`config.mk`:
```
export PLATFORM = sky130hd
export DESIGN_NAME = if_stage
export DESIGN_NICKNAME = d
export VERILOG_FILES = /design/src/rtl/if_pkg.sv /design/src/rtl/mux_4.sv /design/src/rtl/if_stage.sv
export SDC_FILE = /design/constraint.sdc
export NUM_CORES = 1
export LEC_CHECK = 0
export ABC_AREA = 1
export BUFFER_PORTS_ARGS = -buffer_cell sky130_fd_sc_hd__buf_2
export CAP_MARGIN = 20
export CELL_PAD_IN_SITES_DETAIL_PLACEMENT = 1
export CELL_PAD_IN_SITES_GLOBAL_PLACEMENT = 1
export CORE_MARGIN = 2
export CORE_UTILIZATION = 39
export DETAILED_ROUTE_END_ITERATION = 6
export PLACE_DENSITY = 0.8
export SLEW_MARGIN = 10
export SYNTH_ARGS = -nofsm -noshare
export SYNTH_HDL_FRONTEND = slang
export SYNTH_SLANG_ARGS = --single-unit
```
`constraint.sdc`:
```
create_clock -name clk -period 4.85 [get_ports clk]
set_clock_uncertainty 0.15 [all_clocks]
set_input_delay 0.485 -clock clk [delete_from_list [all_inputs] [get_ports clk]]
set_output_delay 0.485 -clock clk [all_outputs]
set_load 0.01 [all_outputs]
```
`src/rtl/if_pkg.sv`:
```
// if_pkg: shared encodings and constants for the instruction-fetch stage.
//   - FSM state encodings (S_FETCH / S_HOLD / S_DRAIN)
//   - PCSrc redirect-select encodings
//   - reset PC and NOP bubble word
package if_pkg;

  localparam logic [15:0] RESET_PC = 16'h0000;
  localparam logic [15:0] NOP      = 16'h0000;

  typedef enum logic [1:0] {
    S_FETCH = 2'd0,
    S_HOLD  = 2'd1,
    S_DRAIN = 2'd2
  } if_state_e;

  typedef enum logic [1:0] {
    PC_SEQ = 2'b00,
    PC_BR  = 2'b01,
    PC_JMP = 2'b10,
    PC_FOR = 2'b11
  } pc_src_e;

endpackage

```
`src/rtl/mux_4.sv`:
```
// mux_4: generic 4:1 multiplexer shared across the datapath.
//   in0..in3 : LENGTH-bit data inputs
//   sel      : 2-bit select (0 -> in0 ... 3 -> in3)
//   out      : selected input
module mux_4 #(
  parameter int LENGTH = 16
) (
  input  logic [LENGTH-1:0] in0,
  input  logic [LENGTH-1:0] in1,
  input  logic [LENGTH-1:0] in2,
  input  logic [LENGTH-1:0] in3,
  input  logic [1:0]        sel,
  output logic [LENGTH-1:0] out
);

  always_comb begin
    out = in0;
    case (sel)
      2'd0: out = in0;
      2'd1: out = in1;
      2'd2: out = in2;
      2'd3: out = in3;
      default: out = in0;
    endcase
  end

endmodule

```
`src/rtl/if_stage.sv`:
```
// if_stage: instruction fetch stage of the 16-bit pipeline.
// Owns the PC, issues word requests to instruction memory over a
// req/ready handshake and loads the IF/ID register consumed by decode.
// Ports:
//   clk, reset                 : clock, async active-high reset
//   stall                      : hazard unit hold (beats kill)
//   kill, PCSrc                : decode redirect and its target select
//   Branch_TA, Jump_TA, For_TA : redirect targets
//   imem_req/addr/data/ready   : instruction memory handshake
//   instruction, PC, NextPC    : IF/ID register
//   num_fetched, num_bubbles   : delivered instruction / NOP counters
module if_stage
  import if_pkg::*;
(
  input  logic        clk,
  input  logic        reset,
  input  logic        stall,
  input  logic        kill,
  input  logic [1:0]  PCSrc,
  input  logic [15:0] Branch_TA,
  input  logic [15:0] Jump_TA,
  input  logic [15:0] For_TA,
  output logic        imem_req,
  output logic [15:0] imem_addr,
  input  logic [15:0] imem_data,
  input  logic        imem_ready,
  output logic [15:0] instruction,
  output logic [15:0] PC,
  output logic [15:0] NextPC,
  output logic [15:0] num_fetched,
  output logic [15:0] num_bubbles
);

  if_state_e   state;
  logic [15:0] pc;
  logic [15:0] addr_q;
  logic [15:0] hold_buf;
  logic [15:0] tgt;
  logic [15:0] addr_inc;

  assign addr_inc = addr_q + 16'd1;

  // PCSrc=00 resumes at the address after the instruction sitting in
  // decode, i.e. the IF/ID NextPC.
  mux_4 #(.LENGTH(16)) u_tgt_mux (
    .in0 (NextPC),
    .in1 (Branch_TA),
    .in2 (Jump_TA),
    .in3 (For_TA),
    .sel (PCSrc),
    .out (tgt)
  );

  // No request while the response is parked in hold_buf, and never while
  // reset is asserted.
  assign imem_req  = ~reset & (state != S_HOLD);
  assign imem_addr = addr_q;

  always_ff @(posedge clk or posedge reset) begin
    if (reset) begin
      state       <= S_FETCH;
      pc          <= RESET_PC;
      addr_q      <= RESET_PC;
      hold_buf    <= 16'h0000;
      instruction <= 16'h0000;
      PC          <= 16'h0000;
      NextPC      <= 16'h0000;
      num_fetched <= 16'h0000;
      num_bubbles <= 16'h0000;
    end else begin
      case (state)
        S_FETCH: begin
          if (stall) begin
            // Park a response that lands during a stall; stop requesting.
            if (imem_ready) begin
              hold_buf <= imem_data;
              state    <= S_HOLD;
            end
          end else if (kill) begin
            instruction <= NOP;
            PC          <= 16'h0000;
            NextPC      <= 16'h0000;
            num_bubbles <= num_bubbles + 16'd1;
            pc          <= tgt;
            if (imem_ready) addr_q <= tgt;
            else            state  <= S_DRAIN;  // stale request still in flight
          end else if (imem_ready) begin
            instruction <= imem_data;
            PC          <= addr_q;
            NextPC      <= addr_inc;
            pc          <= addr_inc;
            addr_q      <= addr_inc;
            num_fetched <= num_fetched + 16'd1;
          end else begin
            instruction <= NOP;
            PC          <= 16'h0000;
            NextPC      <= 16'h0000;
            num_bubbles <= num_bubbles + 16'd1;
          end
        end

        S_HOLD: begin
          if (!stall) begin
            state <= S_FETCH;
            if (kill) begin
              instruction <= NOP;
              PC          <= 16'h0000;
              NextPC      <= 16'h0000;
              num_bubbles <= num_bubbles + 16'd1;
              pc          <= tgt;
              addr_q      <= tgt;
            end else begin
              instruction <= hold_buf;
              PC          <= addr_q;
              NextPC      <= addr_inc;
              pc          <= addr_inc;
              addr_q      <= addr_inc;
              num_fetched <= num_fetched + 16'd1;
            end
          end
        end

        S_DRAIN: begin
          // Bubbles keep flowing until the stale response arrives; its data
          // is thrown away and fetch restarts from pc (or a fresh target).
          if (!stall) begin
            instruction <= NOP;
            PC          <= 16'h0000;
            NextPC      <= 16'h0000;
            num_bubbles <= num_bubbles + 16'd1;
            if (kill) pc <= tgt;
          end
          if (imem_ready) begin
            addr_q <= (!stall && kill) ? tgt : pc;
            state  <= S_FETCH;
          end
        end

        default: state <= S_FETCH;
      endcase
    end
  end

endmodule

```
==> results.tsv <==
metric	value	unit
worstPathArrival	3.55	ns
clk_latency	0.42	ns
die_h	141	um
syn_area	7350	sq um
fin_tns_setup	0	ns
final_cell_mix	260 x nand2_1, 167 x buf_2, 130 x dfrtp_1	
worst_setup_path_end_kind	register	
post-route-period-util	0.703	
grt_pass1_vias	7500	
vias	7139	
peakVddDrop	0.249	mV
relSlewSlack	0.281	
grt_overflow	0	
ctsHoldBuffers	0	
avgSynthCellArea	7.58	sq um
final_cell_area	8870	sq um
outcome	completed	
cts-buffers-inserted	17	
dp_hpwl	16.8	mm
fillers	2375	
hold_violations	0	
powerDensity	664	nW/um^2
syn_inst	970	
post-cts-setup-buffers	0	
setup_slack	1.44	ns
cp_max_fo	33	
ctsResizeCount	0	
final-setup-viol-count	0	
cts_tree	yes	
synth-seq-cells	130	
clock-sinks	130	
yosys-top-cells-area	dfrtp_1 44%, nand2_1 13%, nor2_1 5.8%, nand3_1 5.4%, inv_1 4.2%	
core_area	18600	sq um
clkSlewWorstSetupHoldPaths	0.06	ns
ys_seq_area_frac	0.443	
avgRoutedWirePerCell	17.5	um
htreeDepth	4	
start_util	0.396	
ant_nets	0	
grt_max_degree	99	
syn-num-nets	1048	
min_period	3.41	ns
dieArea	20000	sq um
root_buffer	clkbuf_16	
post-place-ws	1.49	ns
drt_pass1_iterations	5	
port_buffers	167	
routed_wl	23.8	mm
grt_pass1_wl	38.9	mm
area_delta_synth_final	20.8	%
fmax	293	MHz
finalMaxSlewViolations	0	
placed_area	8260	sq um
layout_commonest_cell	nand2_1	
place_inst	1331	
finalNetCount	1194	
ys_types	35	
die_x	141	um
gp_congestion	0.838	
leakagePower	0.00465	uW
drc_errors	0	
min_path_type	input pin to async pin	
rsz0062_at_grt	no	
synth_warnings	0	
ios	168	
worstSetupPathType	register to register	
yosysTopAreaCell	dfrtp_1	
grtUsageTotal	0.244	
antenna_found_initial	1	
synth_top_area_share	0.443	
clockBufferDepth	2	
cap_violations	0	
fin_util	0.478	
avgViaCountPerCell	5.24	
multi_input_area	3510	sq um
tightest_slew	1.08	ns
register_area	3250	sq um
rows	50	
drt-initial-drc-count	393	
cp.required	5.00	ns
drive_gt1_frac	0.225	
finalNonFillerCells	1363	
worst_setup_path_start_kind	register	
-- power by group --
group | internal [uW] | leakage [uW] | switching (uW)
clock | 866 | 0.000299 | 482
combinational | 844 | 0.00271 | 1720
sequential | 1540 | 0.00165 | 448
total | 3250 | 0.00465 | 2650
-- Yosys cell counts --
master,n
nand3b_1,1
or2_1,1
clkbuf_1,9
nand3_2,3
nand2_1,260
o21ai_0,58
nand4_2,3
dfrtp_1,130
xor2_1,21
nand4_1,15
buf_1,2
nand3_1,79
mux2_2,1
nor3_1,7
inv_2,11
nor3_2,1
nor2_4,6
buf_4,11
a22o_1,16
o22ai_1,3
o21ai_1,23
nor3b_2,1
ha_1,7
nor2_2,4
inv_1,82
buf_6,2
nor2_1,113
buf_2,19
nand2_2,5
xnor2_1,10
a32o_1,3
o21ai_2,1
a21oi_2,17
nand2_4,1
a21oi_1,44
-- layer usage --
metal / share of wire / track usage / up-vias
li1: - / - / 3432
met5: 0 / 0 / -
met4: 0.018 / 0.0779 / 0
met1: 0.46 / 0.328 / 3485
met3: 0.053 / 0.0543 / 33
met2: 0.47 / 0.397 / 189
-- path summary, 6_finish.rpt --
path                               from              to  slack (ns)  cells after the start
max                            state[0]    imem_addr[6]        1.44                      9
min                               reset     hold_buf[8]        0.08                      2
max reg2reg                    state[0]    imem_addr[6]        1.44                      9
min reg2reg                 hold_buf[9]     hold_buf[9]        0.34                      2
max in group asynchronous         reset  num_fetched[1]        3.48                      3
min in group clk           imem_data[7]     hold_buf[7]        0.18                      3
-- through the flow --
stage / hold slack, ns / total power, uW
after detailed placement: 0.322 / 4540
after CTS: 0.164 / 5920
after global placement: 0.316 / 4420
after floorplan: 0.303 / 3640
after global routing: 0.152 / 6330
final: 0.0807 / 5900
-- critical path: stages (launching register included) --
cell     delay [ns]
dfrtp_1        0.40
inv_1          0.12
ha_1           0.81
inv_2          0.53
o21ai_1        0.31
inv_1          0.08
nand3_2        0.34
inv_2          0.27
nor2_1         0.19
a21oi_1        0.07
-- cells by family after synthesis --
group	count (synthesis)	share of synthesized area
compound gates	165	0.132
xor+xnor	31	0.0369
fa+ha+maj	7	0.0119
buf+inv	136	0.0804
flops	130	0.443
mux	1	0.00153
simple gates	500	0.294
-- layout make-up --
| type | count | area share |
|---|---|---|
| Clock buffer | 20 | 0.0503 |
| Sequential cell | 130 | 0.367 |
| Inverter | 93 | 0.0399 |
| Tap cell | 234 | 0.0330 |
| Antenna cell | 1 | 0.000282 |
| Clock inverter | 11 | 0.0182 |
| Timing Repair Buffer | 170 | 0.0967 |
| Multi-Input combinational cell | 704 | 0.395 |
-- state kept, by name, summed over array words and instances (netlist names) --
signal,cells
instruction,16
imem_addr,16
hold_buf,16
state,2
NextPC,16
PC,16
num_bubbles,16
pc,16
num_fetched,16
(Power assumes the default switching activity.)
